===== src/rtl/uart_tx_arbiter.sv =====
// Round-robin arbiter sharing one UART tx serializer among NREQ byte producers, one byte per frame.
// Optional WAIT_BUSY timeout (adds timeout_err) when UART_TX_ARB_TIMEOUT_EN is defined.
module uart_tx_arbiter #(
  parameter int NREQ = 2
) (
  input  logic              clk,
  input  logic              rst,
  input  logic [NREQ-1:0]   req_valid,
  input  logic [8*NREQ-1:0] req_data,
  output logic [NREQ-1:0]   req_ready,
  output logic              tx_wr_en,
  output logic [7:0]        tx_data,
  input  logic              tx_busy,
  output logic [1:0]        grant_id,
  output logic              arb_busy,
`ifdef UART_TX_ARB_TIMEOUT_EN
  output logic              timeout_err,
`endif
  output logic [1:0]        dbg_state
);

  typedef enum logic [1:0] {
    IDLE      = 2'd0,
    LAUNCH    = 2'd1,
    WAIT_BUSY = 2'd2,
    WAIT_DONE = 2'd3
  } state_t;

  state_t     state, state_next;
  logic [1:0] rr_ptr;
  logic [1:0] win_idx;
  logic [7:0] win_byte;
  logic       win_found;
  logic       accept;
  int         best_d;
  int         d;

  // Winner = valid requester with the smallest distance after rr_ptr (wrapping).
  always_comb begin
    best_d   = NREQ;
    d        = 0;
    win_idx  = '0;
    win_byte = '0;
    for (int i = 0; i < NREQ; i++) begin
      if (req_valid[i]) begin
        d = (i + 2 * NREQ - 1 - int'(rr_ptr)) % NREQ;
        if (d < best_d) begin
          best_d   = d;
          win_idx  = 2'(i);
          win_byte = req_data[8*i +: 8];
        end
      end
    end
    win_found = (best_d < NREQ);
  end

  // Handshake: a byte moves at a rising edge where req_valid[i] & req_ready[i]; ready is offered
  // only in IDLE with tx_busy low, to the winner alone, and a requester may drop valid at any time.
  assign accept = (state == IDLE) && !tx_busy && win_found;

  always_comb begin
    req_ready = '0;
    for (int i = 0; i < NREQ; i++) begin
      req_ready[i] = accept && (win_idx == 2'(i));
    end
  end

  assign tx_wr_en  = (state == LAUNCH);
  assign arb_busy  = (state != IDLE);
  assign dbg_state = state;

`ifdef UART_TX_ARB_TIMEOUT_EN
  logic [7:0] wait_cnt;
  logic       wait_expired;

  // wait_cnt == 254 marks the 255th cycle spent in WAIT_BUSY.
  assign wait_expired = (state == WAIT_BUSY) && !tx_busy && (wait_cnt == 8'd254);

  always_ff @(posedge clk) begin
    if (rst) begin
      wait_cnt    <= '0;
      timeout_err <= 1'b0;
    end else begin
      timeout_err <= wait_expired;
      if (state == LAUNCH) begin
        wait_cnt <= '0;
      end else if (state == WAIT_BUSY) begin
        wait_cnt <= wait_cnt + 8'd1;
      end
    end
  end
`endif

  always_comb begin
    state_next = state;
    case (state)
      IDLE: begin
        if (accept) state_next = LAUNCH;
      end
      LAUNCH: begin
        state_next = WAIT_BUSY;
      end
      WAIT_BUSY: begin
        if (tx_busy) begin
          state_next = WAIT_DONE;
        end
`ifdef UART_TX_ARB_TIMEOUT_EN
        else if (wait_expired) begin
          state_next = IDLE;
        end
`endif
      end
      WAIT_DONE: begin
        if (!tx_busy) state_next = IDLE;
      end
      default: state_next = IDLE;
    endcase
  end

  always_ff @(posedge clk) begin
    if (rst) begin
      state    <= IDLE;
      tx_data  <= 8'h00;
      grant_id <= 2'd0;
      rr_ptr   <= 2'(NREQ - 1);
    end else begin
      state <= state_next;
      if (accept) begin
        tx_data  <= win_byte;
        grant_id <= win_idx;
        rr_ptr   <= win_idx;
      end
    end
  end

endmodule

===== config.mk =====
export PLATFORM = sky130hd
export DESIGN_NAME = uart_tx_arbiter
export DESIGN_NICKNAME = d
export VERILOG_FILES = /design/src/rtl/uart_tx_arbiter.sv
export SDC_FILE = /design/constraint.sdc
export NUM_CORES = 1
export LEC_CHECK = 0
export ABC_CLOCK_PERIOD_IN_PS = 2190
export CAP_MARGIN = 10
export CORE_AREA = 2 2 45 47
export CTS_CLUSTER_DIAMETER = 30
export CTS_CLUSTER_SIZE = 40
export DETAILED_ROUTE_END_ITERATION = 16
export DIE_AREA = 0 0 47 49
export GPL_TIMING_DRIVEN = 0
export PLACE_DENSITY = 0.8
export SYNTH_ARGS = -nofsm -noshare
export SYNTH_HDL_FRONTEND = slang
export SYNTH_SLANG_ARGS = --single-unit

===== constraint.sdc =====
create_clock -name clk -period 2.19 [get_ports clk]
set_input_delay 0.5475 -clock clk [delete_from_list [all_inputs] [get_ports clk]]
set_output_delay 0.5475 -clock clk [all_outputs]
set_load 0.005 [all_outputs]

==> results of run 1 <==
## metal layers
layer | vias up | part of all wire (%) | GRT usage, %
met2 | 20 | 52 | 34.9
met1 | 353 | 43 | 26.1
li1 | 362 | - | -
met5 | - | 0 | 0
met3 | 3 | 4.5 | 4.44
met4 | 0 | 0.82 | 5.56
## registers in the layout, indices dropped and copies added, names as in the netlist
name	cells
tx_data	8
grant_id	1
dbg_state	2
rr_ptr	1
## kinds of logic after synthesis
family	synth area share, %
compound gates	32.8
simple gates	14.9
flops	33.6
buf+inv	7.70
fa+ha+maj	7.01
mux	3.50
other cells	0.525
## cell type report
cell class | instances | area [µm²]
tap | 27 | 33.8
clock buffer | 3 | 22.5
buffer | 5 | 38.8
timing repair buffer | 40 | 385
inverter | 4 | 15.0
multi-input combinational | 53 | 437
sequential | 12 | 240
fill | 166 | 669
## where the power goes
group / switching, µW / internal, µW
clock network: 75.6 / 63.8
logic: 252 / 349
registers: 49.8 / 277
total: 377 / 690
## final timing paths
check                       startpoint                   endpoint  slack, ns  cells past startpoint
min           grant_id[0]$_SDFFE_PP0P_   grant_id[0]$_SDFFE_PP0P_       0.49                      2
max reg2reg  dbg_state[0]$_SDFFE_PP0P_  dbg_state[1]$_SDFFE_PP0P_       0.70                      5
max                       req_valid[1]               req_ready[0]       0.11                      5
min reg2reg   grant_id[0]$_SDFFE_PP0P_   grant_id[0]$_SDFFE_PP0P_       0.49                      2
## timing repair
item                                    CTS  global route
hold endpoints to repair                  0             0
pin swaps                                 1             0
buffers inserted                          4             1
resized for setup                        10             4
endpoints found under the setup margin    2             3
## synth_stat cells, drive strengths merged (2+ instances only)
cell type  count
nor2           4
a211oi         6
buf            4
nand2b         4
nand3          3
nand4          3
a31oi          3
clkbuf         2
nand2          2
ha             4
a32oi          5
a21oi          6
dfxtp         12
o21ai          4
inv            4
## metrics by stage
step	worst slack, ns	total power (µW)	instance area (µm²)
global placement	-0.490	867	1100
finish	0.114	1070	1170
detailed placement	-0.510	883	1100
CTS	0.00266	1040	1150
floorplan	0.532	628	714
global route	0.0204	1150	1170
## worst min-delay path, cell delays in order, from the launching register on
cell	delay (ns)
dfxtp_1	0.32
o21ai_0	0.07
a21oi_1	0.06
==> results_dict.tcl, run 1 <==
set metrics [dict create \
    fin_cells 144 \
    start_kind "input pin" \
    slew_headroom_pct 59.1 \
    core-area_mm2 0.00184 \
    crit_type "input pin to output pin" \
    fp.dieW_um 47 \
    endpoint_kind "output pin" \
    rows 16 \
    drc 0 \
    crit_fanout 6 \
    final_common_cell "clkdlybuf4s50_1" \
    grt_max_degree 11 \
    post-synth-top-area-cell "dfxtp_1" \
    rsz0062_at_grt "no" \
    crit_buf_inv 2 \
    tns_ns 0 \
    clock_sinks 12 \
    ant_nets 0 \
    final_cell_mix "clkdlybuf4s50_1 (30), dfxtp_1 (12), a21oi_1 (6)" \
    clock-skew-final_ns 0.0106 \
    cp_data_required_time_ns 1.64 \
    cellPowerDensity_mw_per_mm2 910 \
    synth_top_cell_area_share_pct 33.6 \
    htree_levels 1 \
    die_area_mm2 0.00230 \
    clock.fmax_ghz 0.482 \
    worstMarginPinSlew_ns 0.613 \
    synth_cells 75 \
    ys_types 29 \
    cpPeakStageDelay_ns 0.30 \
    avgSynthCellArea_um2 9.53 \
    cap_violations 0 \
    initial_core_util_pct 38.8 \
    drive_gt1_share_pct 24.8 \
    path_delay_family "buffers and inverters" \
    grt_use_total_pct 20.8 \
    cts_tree "built" \
    antenna_found_initial 0 \
    crit_chain "dlygate4sd2_1, or2_4, nand2_1, nor2_1, dlygate4sd2_1" \
    vias 738 \
    yosys_warnings 0 \
    status "complete, no violations" \
    avgViaCountPerCell 5.13 \
    n_antenna_cell 0 \
    ys_ff_latch 12 \
    dp.cells 137 \
    timing.final.crit_period_ns 2.08 \
    syn2layout_area_growth_pct 64.1 \
    first_global_vias 805 \
    peakVddDrop_mv 0.643 \
    dp_hpwl_um 1500 \
    syn_area_um2 714 \
    port_buffers 35 \
    clkTransAtPathRegs_ns 0.08 \
    io_pins 37 \
    routedWlPerCell_um 14.3 \
    grt_pass1_wl_um 3550 \
    drt-pass1-iter-count 3 \
    worstHoldPathType "flop to flop" \
    grt_overflow_total 0 \
    ys_seq_area_share_pct 33.6 \
    postSynth.asyncResetShare_pct 0 \
    synthesis.nets 100 \
    timing.final.max_slew_violations 0 \
    fp.dieH_um 49 \
    fin_crit_sh_pct 94.8 \
    final_nets 144 \
    ctsHoldBuffers 0 \
    hold_slack_ns 0.489 \
    clk_path_buf_depth 2 \
    cpMostUsedCell "dlygate4sd2_1" \
    wirelength_um 2070 \
    ys_top_cells_by_area "dfxtp_1 (34%), a211oi_2 (8.8%), ha_1 (7.0%)" \
    place_congestion 0.726 \
    worst_path_max_delay_cell "or2_4" \
    hold_violations 0 \
    ys_dominant_reg_cell "dfxtp_1" \
    clock_latency_ns 0.28 \
    leakagePower_uw 0.000457 \
    root_buffer "clkbuf_4" \
    crit_arrival_ns 1.53 \
    first_iter_violations 4 \
    finalSetupViolations 0 \
    post-route-util_pct 63.7 \
    numCtsBuffers 3 \
    synth_enable_flop_cells 0 \
]
Power figures use the tool's default switching activity.
==> run 2: changes to the inputs <==
- CTS_CLUSTER_SIZE: 40 -> 30
- SLEW_MARGIN: default -> 40
==> results of run 2 <==
Same layout as run 1: the final DEF is identical, and so are final timing and power.
==> run 3: changes to the inputs <==
- ABC_CLOCK_PERIOD_IN_PS: 2190 -> 1800
- CORE_AREA: 2 2 45 47 -> 2 2 42 60
- DIE_AREA: 0 0 47 49 -> 0 0 44 62
- PLACE_DENSITY: 0.8 -> 0.7
- RECOVER_POWER: default -> 50
- clock period: 2.19 -> 1.8 ns (I/O delays scaled with it)
==> run 3 against run 2 <==
Effect of this change: final area up 4.2%; critical path depth increased by 1; non-clock buffer count up 8; die area increased by 18%; sequential share of layout area down 0.20 points; utilization decreased by 9.6 points; register-to-register slack worse by 0.44 ns; power grew 37%; sequential power increased by 22%; sequential cell count unchanged; clock power increased by 60%; first-iteration DRC count increased to 5.0 times the previous value; largest cell class is now non-clock buffers; highest routed layer unchanged.
==> results_dict.tcl, run 3 (same netlist as run 1, synthesis figures left out) <==
set metrics [dict create \
    netSwitchingFraction_pct 34.5 \
    crit_fanout 6 \
    seq_power_share_pct 27.3 \
    vias 785 \
    rrSetupSlack_ns 0.26 \
    rows 21 \
    cap_violations 0 \
    first_iter_violations 20 \
    worstHoldPathType "flop to flop" \
    final_cell_mix "clkdlybuf4s50_1 (26), buf_4 (14), dfxtp_1 (10)" \
    grt_use_total_pct 18.1 \
    clock_sinks 12 \
    clock-skew-final_ns 0.00212 \
    io_pins 37 \
    initial_core_util_pct 31.6 \
    p_clk_share_pct 15.2 \
    rsz0062_at_grt "yes" \
    fin_cells 149 \
    grt_max_degree 11 \
    dp.cells 133 \
    numCtsBuffers 3 \
    drc 0 \
    crit_arrival_ns 1.31 \
    cp_data_required_time_ns 1.35 \
    combPwrFrac_pct 57.5 \
    cpPeakStageDelay_ns 0.26 \
    cellPowerDensity_mw_per_mm2 1200 \
    n_antenna_cell 0 \
    drive_gt1_share_pct 31.7 \
    grt_overflow_total 0 \
    hold_violations 0 \
    place_ws_ns -0.720 \
    htree_levels 1 \
    reg2reg_depth 6 \
    fp.dieH_um 62 \
    wirelength_um 2260 \
    port_buffers 35 \
    clock.fmax_ghz 0.567 \
    antenna_found_initial 0 \
    final_common_cell "clkdlybuf4s50_1" \
    fin_crit_sh_pct 98.0 \
    regMostFlops "tx_data" \
    fp.dieW_um 44 \
    clk_path_buf_depth 2 \
    setup_slack_ns 0.0363 \
    timing.final.max_slew_violations 0 \
    root_buffer "clkbuf_4" \
    dp_hpwl_um 1480 \
    routedWlPerCell_um 15.2 \
    tns_ns 0 \
    worstMarginPinSlew_ns 0.510 \
    net-switching-power_uw 506 \
    crit_type "input pin to output pin" \
    core-area_mm2 0.00226 \
    clkTransAtPathRegs_ns 0.08 \
    peakVddDrop_mv 0.746 \
    die_area_mm2 0.00273 \
    start_kind "input pin" \
    grt_pass1_wl_um 3660 \
    finalSetupViolations 0 \
    reg2reg_to "dbg_state[1]$_SDFFE_PP0P_" \
    slew_headroom_pct 66.0 \
    avgViaCountPerCell 5.27 \
    first_global_vias 807 \
    clock_latency_ns 0.28 \
    place_congestion 0.719 \
    ant_nets 0 \
    stdcell_area_mm2 0.00122 \
    whs_path_depth 2 \
    postPlaceCellArea_mm2 0.00109 \
    hp-start "grant_id[0]$_SDFFE_PP0P_" \
    r2r_start "dbg_state[0]$_SDFFE_PP0P_" \
    final_nets 152 \
    intPower_uw 958 \
    crit_chain "dlygate4sd2_1, or2_1, buf_4, nand2_2, nor2_2, buf_2" \
    ctsHoldBuffers 0 \
    syn2layout_area_growth_pct 70.9 \
    min_to "grant_id[0]$_SDFFE_PP0P_" \
    status "complete, no violations" \
    largest_register_ffs 8 \
    timing.final.crit_period_ns 1.76 \
    endpoint_kind "output pin" \
    cts_tree "built" \
    worst_path_max_delay_cell "dlygate4sd2_1" \
    leakagePower_uw 0.000513 \
    drt-pass1-iter-count 4 \
]
-- run 3: changes by cell type in the layout (fill, tap and decap cells not counted), moves of 2 or more --
cell	change
buf_4	+9
clkdlybuf4s50_1	-4
dfxtp_4	+2
buf_2	+2
inv_2	-2
a211oi_2	-4
inv_4	+2
a211oi_1	+4
dfxtp_1	-2
-- run 3: layer usage --
metal / share of wire (%) / GRT usage (%)
met2: 51 / 33.2
met4: 1.4 / 5.19
met1: 41 / 20.9
met3: 6.6 / 4.05
met5: 0 / 0
-- run 3: metrics by stage --
stage               power [µW]  hold WS (ns)  utilization (%)
global route              1570         0.535             54.0
detailed placement        1080         0.482             48.4
finish                    1460         0.491             54.0
CTS                       1440         0.496             53.9
floorplan                  764         0.470                -
global placement          1060         0.479             48.4
-- run 3: critical path: cells and delay by family --
| family | cells | cell delay [ns] |
|---|---|---|
| buffers and inverters | 3 | 0.53 |
| AND/OR/NAND/NOR | 3 | 0.34 |
-- run 3: power by group through the flow --
stage | clock [µW] | combinational [µW] | sequential (µW)
3_5_place_dp | 0 | 681 | 400
4_1_cts | 228 | 819 | 397
3_3_place_gp | 0 | 664 | 395
5_1_grt | 245 | 915 | 410
2_1_floorplan | 0 | 368 | 396
6_report | 223 | 841 | 399
-- run 3: area by class of cell --
| type | count | area, µm² |
|---|---|---|
| plain buffers | 6 | 46.3 |
| multi-input cells | 53 | 419 |
| repair buffers | 47 | 423 |
| clock buffers | 4 | 36.3 |
| inverters | 4 | 20.0 |
| flip-flops and latches | 12 | 248 |
| well taps | 23 | 28.8 |
| fillers | 211 | 1040 |
-- run 3: what timing repair did --
| item | CTS | global route |
|---|---|---|
| resized for setup | 29 | 3 |
| buffers inserted | 9 | 3 |
| pin swaps | 4 | 4 |
| setup endpoints to repair | 4 | 3 |
-- run 3: worst max path at each step --
stage | end | cells after the start | startpoint
floorplan | req_ready[1] | 4 | req_valid[0]
global placement | req_ready[1] | 6 | req_valid[0]
detailed placement | req_ready[1] | 6 | req_valid[0]
CTS | dbg_state[0] | 3 | dbg_state[0]$_SDFFE_PP0P_
global route | req_ready[0] | 6 | dbg_state[0]$_SDFFE_PP0P_
finish | req_ready[0] | 6 | req_valid[0]
